**config.mk**
```make
export PLATFORM = sky130hd
export DESIGN_NAME = feed_arbiter
export DESIGN_NICKNAME = d
export VERILOG_FILES = /design/src/rtl/feed_arbiter.sv
export SDC_FILE = /design/constraint.sdc
export NUM_CORES = 1
export LEC_CHECK = 0
export CAP_MARGIN = 20
export CORE_MARGIN = 10
export CORE_UTILIZATION = 48
export DETAILED_ROUTE_END_ITERATION = 12
export PLACE_DENSITY = 0.81
export SYNTH_ARGS = -nofsm -noshare
export SYNTH_HDL_FRONTEND = slang
export SYNTH_SLANG_ARGS = --single-unit
export TNS_END_PERCENT = 30
```
**constraint.sdc**
```tcl
create_clock -name clk -period 4.5 [get_ports clk]
set_input_delay 0.675 -clock clk [delete_from_list [all_inputs] [get_ports clk]]
set_output_delay 0.675 -clock clk [all_outputs]
set_load 0.01 [all_outputs]
```
**src/rtl/feed_arbiter.sv**
```systemverilog
// Time-shares one ITCH parser between N_SRC byte-stream sources with
// message-atomic round-robin switching, abort handling and statistics.
module feed_arbiter #(
    parameter int unsigned N_SRC   = 4,
    parameter int unsigned MAX_LEN = 64,
    parameter int unsigned CNT_W   = 16
) (
    input  logic                 clk,
    input  logic                 rst,
    input  logic [N_SRC-1:0]     src_strobe,
    input  logic [N_SRC-1:0]     src_start,
    input  logic [N_SRC-1:0]     src_end,
    input  logic [N_SRC-1:0]     src_good,
    input  logic [8*N_SRC-1:0]   src_data,
    output logic [N_SRC-1:0]     src_ready,
    output logic                 start_msg,
    output logic                 end_msg,
    output logic                 valid,
    output logic [7:0]           message,
    output logic [2:0]           grant_id,
    output logic                 busy,
    output logic [CNT_W-1:0]     msg_cnt,
    output logic [CNT_W-1:0]     abort_cnt,
    output logic [CNT_W-1:0]     drop_cnt
);

    localparam int unsigned PTR_W = 3;
    localparam int unsigned LEN_W = $clog2(MAX_LEN + 1);

    typedef enum logic {ST_IDLE, ST_STREAM} state_t;

    state_t             state_q, state_d;
    logic [PTR_W-1:0]   rr_ptr_q, rr_ptr_d;
    logic [PTR_W-1:0]   grant_id_q, grant_id_d;
    logic [LEN_W-1:0]   len_q, len_d;
    logic               start_msg_q, start_msg_d;
    logic               end_msg_q, end_msg_d;
    logic               valid_q, valid_d;
    logic [7:0]         message_q, message_d;
    logic [CNT_W-1:0]   msg_cnt_q, msg_cnt_d;
    logic [CNT_W-1:0]   abort_cnt_q, abort_cnt_d;
    logic [CNT_W-1:0]   drop_cnt_q, drop_cnt_d;

    logic [N_SRC-1:0]   cand, win_oh, gnt_oh, sel_oh;
    logic               found_hi, found_lo, any_cand;
    logic [PTR_W-1:0]   win_hi, win_lo, win_id;
    logic               sel_strobe, sel_start, sel_end, sel_good;
    logic [7:0]         sel_data;
    logic               idle_take, idle_drop, st_gap, st_restart, st_acc, st_end, st_over;
    logic               abort_ev;

    function automatic logic [PTR_W-1:0] wrap_inc(input logic [PTR_W-1:0] p);
        return (p == PTR_W'(N_SRC - 1)) ? '0 : p + PTR_W'(1);
    endfunction

    // Round-robin search: lowest candidate at/above rr_ptr, else lowest overall.
    always_comb begin
        cand     = src_strobe & src_start;
        found_hi = 1'b0;
        found_lo = 1'b0;
        win_hi   = '0;
        win_lo   = '0;
        for (int i = N_SRC - 1; i >= 0; i--) begin
            if (cand[i] && (PTR_W'(i) >= rr_ptr_q)) begin
                found_hi = 1'b1;
                win_hi   = PTR_W'(i);
            end
            if (cand[i]) begin
                found_lo = 1'b1;
                win_lo   = PTR_W'(i);
            end
        end
        any_cand = found_lo;
        win_id   = found_hi ? win_hi : win_lo;
    end

    // Selected source lane: the winner in IDLE, the granted source in STREAM.
    always_comb begin
        win_oh = '0;
        gnt_oh = '0;
        for (int i = 0; i < N_SRC; i++) begin
            win_oh[i] = any_cand && (win_id == PTR_W'(i));
            gnt_oh[i] = (grant_id_q == PTR_W'(i));
        end
        sel_oh     = (state_q == ST_IDLE) ? win_oh : gnt_oh;
        sel_strobe = |(src_strobe & sel_oh);
        sel_start  = |(src_start & sel_oh);
        sel_end    = |(src_end & sel_oh);
        sel_good   = |(src_good & sel_oh);
        sel_data   = '0;
        for (int i = 0; i < N_SRC; i++) begin
            if (sel_oh[i]) begin
                sel_data = src_data[8*i +: 8];
            end
        end
    end

    always_comb begin
        idle_take  = (state_q == ST_IDLE) && any_cand;
        idle_drop  = (state_q == ST_IDLE) && (|(src_strobe & ~cand));
        st_gap     = (state_q == ST_STREAM) && !sel_strobe;
        st_restart = (state_q == ST_STREAM) && sel_strobe && sel_start;
        st_acc     = (state_q == ST_STREAM) && sel_strobe && !sel_start;
        st_end     = st_acc && sel_end;
        st_over    = st_acc && !sel_end && (len_q == LEN_W'(MAX_LEN - 1));
        abort_ev   = st_gap || st_restart || st_over;
    end

    // Non-candidates are always accepted in IDLE so stray bytes drain as drops.
    always_comb begin
        src_ready = '0;
        if (rst) begin
            src_ready = '0;
        end else if (state_q == ST_IDLE) begin
            src_ready = ~cand | win_oh;
        end else begin
            src_ready = gnt_oh;
        end
    end

    always_ff @(posedge clk) begin
        if (rst) begin
            state_q <= ST_IDLE;
        end else begin
            state_q <= state_d;
        end
    end

    always_comb begin
        state_d = state_q;
        case (state_q)
            ST_IDLE: begin
                if (idle_take && !sel_end) begin
                    state_d = ST_STREAM;
                end
            end
            ST_STREAM: begin
                if (abort_ev || st_end) begin
                    state_d = ST_IDLE;
                end
            end
            default: state_d = ST_IDLE;
        endcase
    end

    always_comb begin
        rr_ptr_d    = rr_ptr_q;
        grant_id_d  = grant_id_q;
        len_d       = len_q;
        start_msg_d = 1'b0;
        end_msg_d   = 1'b0;
        valid_d     = 1'b0;
        message_d   = '0;
        msg_cnt_d   = msg_cnt_q;
        abort_cnt_d = abort_cnt_q;
        drop_cnt_d  = drop_cnt_q;

        if (idle_take) begin
            start_msg_d = 1'b1;
            end_msg_d   = sel_end;
            valid_d     = sel_good;
            message_d   = sel_data;
            grant_id_d  = win_id;
            len_d       = LEN_W'(1);
            if (sel_end) begin
                rr_ptr_d = wrap_inc(win_id);
            end
        end
        if (idle_drop) begin
            drop_cnt_d = drop_cnt_q + CNT_W'(1);
        end

        // A length overrun still forwards its byte, flagged invalid and terminal.
        if (st_acc) begin
            end_msg_d = sel_end || st_over;
            valid_d   = sel_good && !st_over;
            message_d = sel_data;
            len_d     = len_q + LEN_W'(1);
        end
        if (st_gap || st_restart) begin
            end_msg_d = 1'b1;
        end
        if (abort_ev || st_end) begin
            rr_ptr_d = wrap_inc(grant_id_q);
        end

        if ((idle_take && sel_end) || st_end) begin
            msg_cnt_d = msg_cnt_q + CNT_W'(1);
        end
        if (abort_ev && !(&abort_cnt_q)) begin
            abort_cnt_d = abort_cnt_q + CNT_W'(1);
        end
    end

    always_ff @(posedge clk) begin
        if (rst) begin
            rr_ptr_q    <= '0;
            grant_id_q  <= '0;
            len_q       <= '0;
            start_msg_q <= 1'b0;
            end_msg_q   <= 1'b0;
            valid_q     <= 1'b0;
            message_q   <= '0;
            msg_cnt_q   <= '0;
            abort_cnt_q <= '0;
            drop_cnt_q  <= '0;
        end else begin
            rr_ptr_q    <= rr_ptr_d;
            grant_id_q  <= grant_id_d;
            len_q       <= len_d;
            start_msg_q <= start_msg_d;
            end_msg_q   <= end_msg_d;
            valid_q     <= valid_d;
            message_q   <= message_d;
            msg_cnt_q   <= msg_cnt_d;
            abort_cnt_q <= abort_cnt_d;
            drop_cnt_q  <= drop_cnt_d;
        end
    end

    assign start_msg = start_msg_q;
    assign end_msg   = end_msg_q;
    assign valid     = valid_q;
    assign message   = message_q;
    assign grant_id  = grant_id_q;
    assign busy      = (state_q == ST_STREAM);
    assign msg_cnt   = msg_cnt_q;
    assign abort_cnt = abort_cnt_q;
    assign drop_cnt  = drop_cnt_q;

endmodule

```
# [Word-level counts from Yosys, hierarchy flattened]
# Index checks and enable logic that the tools add are counted.
[totals] reg_bits=73 input_bits=50 out_inout_bits=67 wordCells=122
[classes] n_addsub=6 n_lt_le_gt_ge=4 n_eq_ne=7 n_mux=42 bitwise_logic=9 n_reduce_logical=43
[op_table] op="$add A16 B1 Y16 const B" count=3
[op_table] op="$mux W8" count=6
[op_table] op="$mux W3" count=10
[op_table] op="$and A4 B4 Y4" count=6
[op_table] op="$logic_and A1 B1 Y1" count=21
[op_table] op="$reduce_or A4 Y1" count=5
[op_table] op="$mux W1" count=16
[op_table] op="$reduce_and A16 Y1" count=1
[op_table] op="$mux W7" count=2
[op_table] op="$eq A3 B2 Y1 const B" count=4
[op_table] op="$mux W4" count=3
[op_table] op="$mux W2" count=4
[op_table] op="$add A7 B1 Y7 const B" count=1
[op_table] op="$eq A7 B6 Y1 const B" count=1
[op_table] op="$add A3 B1 Y3 const B" count=2
[op_table] op="$eq A3 B1 Y1 const B" count=2
[op_table] op="$ge A1 B3 Y1 const A" count=2
[op_table] op="$ge A2 B3 Y1 const A" count=2
[op_table] op="$logic_not A3 Y1" count=2
[op_table] op="$reduce_bool A2 Y1" count=3
[op_table] op="$logic_not A1 Y1" count=5
[op_table] op="$logic_or A1 B1 Y1" count=5
[op_table] op="$not A4 Y4" count=1
[op_table] op="$or A4 B4 Y4" count=1
[op_table] op="other kinds (3)" count=3

# [Logic depth before layout (Yosys ltp)]
[depth] depth_word=20 mapped_depth=14 mapped_depth_nobuf=12

# [Worst setup path after synthesis]
# Ideal clock, no wire load.
[synth_path] path_kind="in2reg" start="in src_strobe[1]" end="reg abort_cnt_q[11], in the netlist abort_cnt[11]" setup_time_ns=0.123 t_arrival_ns=3.192 t_required_ns=4.377 slack_ns=1.185 path_stages=12 n_path_buf=2 path_cell_list="nand2_1 > nor3b_1 > a211oi_1 > ha_1 > clkbuf_1 > a22o_1 > a221oi_1 > o31ai_2 > a21oi_4 > buf_6 > nand4_1 > mux2_1"
[synth_between] elab_chain_cells=16 word_cells_on_any_way=38 classes_between="eq/ne (3); mux (10); bitwise (4); reduce/logical (21)"
[synth_rtl] item="from (decl)" line_no="10" source="input logic [N_SRC-1:0] src_strobe,"
[synth_rtl] item="$and A4 B4 Y4 *" line_no="58" source="cand = src_strobe & src_start;"
[synth_rtl] item="$logic_and A1 B1 Y1" line_no="64" source="if (cand[i] && (PTR_W'(i) >= rr_ptr_q)) begin"
[synth_rtl] item="$mux W3 / $mux W1 (equally long branches) (2 in a row)" line_no="64"
[synth_rtl] item="$mux W3 *" line_no="74" source="win_id = found_hi ? win_hi : win_lo;"
[synth_rtl] item="named net win_id[0]" line_no="46" source="logic [PTR_W-1:0] win_hi, win_lo, win_id;"
[synth_rtl] item="$eq A3 B1 Y1 (tied with other cells)" line_no="82" source="win_oh[i] = any_cand && (win_id == PTR_W'(i));"
[synth_rtl] item="$logic_and A1 B1 Y1" line_no="82"
[synth_rtl] item="$mux W4 *" line_no="85" source="sel_oh = (state_q == ST_IDLE) ? win_oh : gnt_oh;"
[synth_rtl] item="$and A4 B4 Y4 (on tied branches)" line_no="86, 87"
[synth_rtl] item="$reduce_or A4 Y1 (on tied branches)" line_no="86, 87"
[synth_rtl] item="$logic_and A1 B1 Y1 / $logic_not A1 Y1 (equally long branches)" line_no="102, 103"
[synth_rtl] item="$logic_and A1 B1 Y1" line_no="103" source="st_acc = (state_q == ST_STREAM) && sel_strobe && !sel_start;"
[synth_rtl] item="$logic_and A1 B1 Y1 (2 in a row)" line_no="105" source="st_over = st_acc && !sel_end && (len_q == LEN_W'(MAX_LEN - 1));"
[synth_rtl] item="$logic_or A1 B1 Y1 *" line_no="106" source="abort_ev = st_gap || st_restart || st_over;"
[synth_rtl] item="$logic_and A1 B1 Y1 *" line_no="190" source="if (abort_ev && !(&abort_cnt_q)) begin"
[synth_rtl] item="to (signal assigned)" line_no="216" source="abort_cnt_q <= abort_cnt_d;"
[synth_rtl] item="to (decl)" line_no="41" source="logic [CNT_W-1:0] abort_cnt_q, abort_cnt_d;"
# The timed path passes the listed nets; every way through them passes the cells marked *.
# A chain may end at the register's enable or synchronous reset.

# [Final worst setup path]
[layout_path] start="in src_strobe[1]" end="out src_ready[2]"
[layout_between] elab_chain_cells=10 word_cells_on_any_way=16 classes_between="eq/ne (1); mux (11); bitwise (2); reduce/logical (2)"
[layout_rtl] item="$and A4 B4 Y4 *" line_no="58"
[layout_rtl] item="$logic_and A1 B1 Y1" line_no="64"
[layout_rtl] item="$mux W3 / $mux W1 (equally long branches) (2 in a row)" line_no="64"
[layout_rtl] item="$mux W3 *" line_no="74"
[layout_rtl] item="named net win_id[1]" line_no="46"
[layout_rtl] item="$eq A3 B2 Y1 *" line_no="82"
[layout_rtl] item="$logic_and A1 B1 Y1 *" line_no="82"
[layout_rtl] item="$or A4 B4 Y4 *" line_no="115" source="src_ready = ~cand | win_oh;"
[layout_rtl] item="$mux W4 *" line_no="114" source="end else if (state_q == ST_IDLE) begin"
[layout_rtl] item="$mux W4 *" line_no="112" source="if (rst) begin"
[layout_rtl] item="to (decl)" line_no="15" source="output logic [N_SRC-1:0] src_ready,"
# Marked as above.

==> run summary <==
status - completed
Fin Setup TNS - 0 ps
Max Clock Skew - 11.9 ps
final core utilization - 68.0%
ys async rst share - 0%
dominant cells by area after synthesis - dfxtp_1 (37%), nor2_1 (6.4%), xor2_1 (4.1%), ha_1 (3.9%), nand2_1 (3.5%)
drt drc - 0
Clock Latency Late Sink - 350 ps
Min-Delay Startpoint - len_q[4]
commonest non-fill, non-tap cell in the layout - clkdlybuf4s50_1
critical path peak fanout - 6
final setup fails - 0
DR vias/cell - 5.70
n_diodes - 0
FF+latch count, synth - 71
FF-to-FF End - abort_cnt[3]
Worst Hold Class - reg2reg
Main synth FF type - dfxtp_1
placer congestion estimate - 0.914
VDD IR max - 0.194 mV
Lkg Pwr - 1.88 nW
most frequent cells in the layout - clkdlybuf4s50_1 (114), dfxtp_1 (71), nor2_1 (66)
DIE WIDTH - 110 µm
CTS H-tree depth - 3
Pins Over Slew Limit - 0
Least-Margin Pin Slew - 783 ps
Yosys top cell by area - dfxtp_1
maximum number of pins on one net before global-route repair - 73
Relative slew margins - 47.5%
Warnings, synthesis - 0
reg2reg start - rr_ptr_q[1]
worst path cell trace - clkdlybuf4s50_1, nand2_1, nand2_1, a21oi_1, a2bb2oi_1, ha_1, o21ai_0, a21oi_1, clkdlybuf4s50_1
CP max stage delay - 570 ps
total track usage - 19.5%
nets - 642
WL/cell - 17.3 µm
IO Port Bufs - 115
Worst Hold End - len_q[4]
Fmax - 249 MHz
TritonRoute pass-1 iters - 4
CP Capture Type - output pin
hold depth - 1
Synth cell types - 61
post-synthesis sequential area ratio - 36.6%
clk buf depth - 2
Iter 0 DRT Violations - 219
Mapped Area - 0.00389 mm²
Rows - 32
WP data required - 3830 ps
Starting Density - 49.8%
layout cells sized above 1 - 6.15%
dpl hpwl - 8.86 mm
routed wire length - 11.9 mm
clk sinks - 71
min cycle time layout - 4010 ps
total number of vias - 3,917
Power Dens Cells - 307 mW/mm²
arrival time of the worst setup path - 3340 ps
first-pass GRT wire length - 19.2 mm
Design Power - 0.00163 W
top-area cell type share of the netlist area - 36.6%
Slowest-stage cell, CP - clkdlybuf4s50_1
cts bufs inserted - 9
Reg clk slew, reported paths - 70 ps
post-route ant nets - 0
final hold slack - 499 ps
Max-Cap Viols - 0
RSZ-0062 raised after global routing - false
Syn Area/Cell - 8.32 µm²
TritonCTS clock tree - built
R2R cell count - 12
Post-CTS Resized - 0
Post-synth EDFFs - 0
vias in the first global route - 3,843
Final Hold Fails - 0
total grt overflow - 0
postcts setup bufs - 0
root buffer cell - clkbuf_8
worst reg2reg setup slack - 1350 ps
I/O pins - 117
Critical Path Start Type - primary input
Die H - 110 µm
synthesized instance count - 467
fillers - 665
CP top delay family - buffers and inverters
Final Cycle Share - 89.1%
hold_buf cts - 0
Core ar. - 0.00781 mm²
Setup Crit Path Kind - in2out
post-synth net total - 529
initial antenna violation count - 0
die area - 0.0121 mm²
crit path buf inv count - 2
synth-to-layout area growth - 36.5%
layout make-up:
type | count | area, µm² | share of cell area [%]
multi-input combinational | 364 | 2320 | 43.8
sequential | 71 | 1420 | 26.8
timing repair buffer | 121 | 1190 | 22.4
clock buffer | 10 | 128 | 2.41
tap | 102 | 128 | 2.41
clock inverter | 6 | 67.6 | 1.27
inverter | 13 | 48.8 | 0.920
per-stage QoR:
step	std cells	cell area (µm²)	setup slack, ps
CTS	687	5310	578
global route	687	5310	265
floorplan	467	3890	1190
detailed placement	671	5110	391
finish	687	5310	490
global placement	671	5110	461
sequential cells by signal, summed over array words and instances (netlist names):
name / flops
abort_cnt: 16
busy: 1
drop_cnt: 16
end_msg: 1
grant_id: 2
len_q: 7
message: 8
msg_cnt: 16
rr_ptr_q: 2
start_msg: 1
valid: 1
power by group:
part / switching [W] / internal (W) / total, W / leakage (nW)
clock network: 0.000252 / 0.000259 / 0.000511 / 0.0933
registers: 0.0000249 / 0.000662 / 0.000687 / 0.575
logic: 0.000234 / 0.000199 / 0.000433 / 1.21
metal layers:
layer / vias to the layer above / GRT usage (%) / wire (µm)
met5: - / 0 / 0
met4: 0 / 6.51 / 161
met3: 12 / 4.82 / 975
met2: 147 / 31.9 / 5510
met1: 1842 / 24.6 / 5240
li1: 1916 / - / -
worst max path at each step:
stage                     to  cells after the start     startpoint  slack, ps
2_1_floorplan  abort_cnt[11]                     12  src_strobe[1]       1190
5_1_grt         src_ready[0]                     10  src_strobe[1]        260
3_5_place_dp    abort_cnt[3]                     13  src_strobe[1]        390
3_3_place_gp    abort_cnt[3]                     13  src_strobe[1]        460
4_1_cts         src_ready[3]                      9  src_strobe[1]        580
6_report        src_ready[2]                      9  src_strobe[1]        490
cells in the mapped netlist (3+ instances only):
library cell / n
nor2b_1: 7
a22oi_1: 8
nand4_1: 16
nand3_1: 24
ha_1: 12
a22o_1: 7
buf_2: 3
a31oi_1: 3
or3_1: 6
o21ai_0: 19
mux2_1: 4
and4_1: 4
nor2_1: 66
xnor2_1: 15
and3_1: 11
nor3_1: 7
o21ai_1: 12
xor2_1: 18
a221oi_1: 11
mux2i_1: 5
clkbuf_1: 11
a21oi_1: 22
nand2b_1: 7
inv_1: 13
nand2_1: 36
a211oi_1: 8
dfxtp_1: 71
logic make-up (layout without fill, tap and decap cells):
kind of cell             Yosys count  after routing  share of synthesized area (%)
AND/OR/NAND/NOR                  193            193                           24.2
AO/OA/AOI/OAI                    115            115                           21.3
flip-flops                        71             71                           36.6
XOR/XNOR                          33             33                           7.44
buffers and inverters             32            150                           3.67
adder cells (fa/ha/maj)           12             12                           3.86
multiplexers                      10             10                           2.83
other                              1              1                         0.0965
Note: power is estimated with default switching activity, not from simulation.
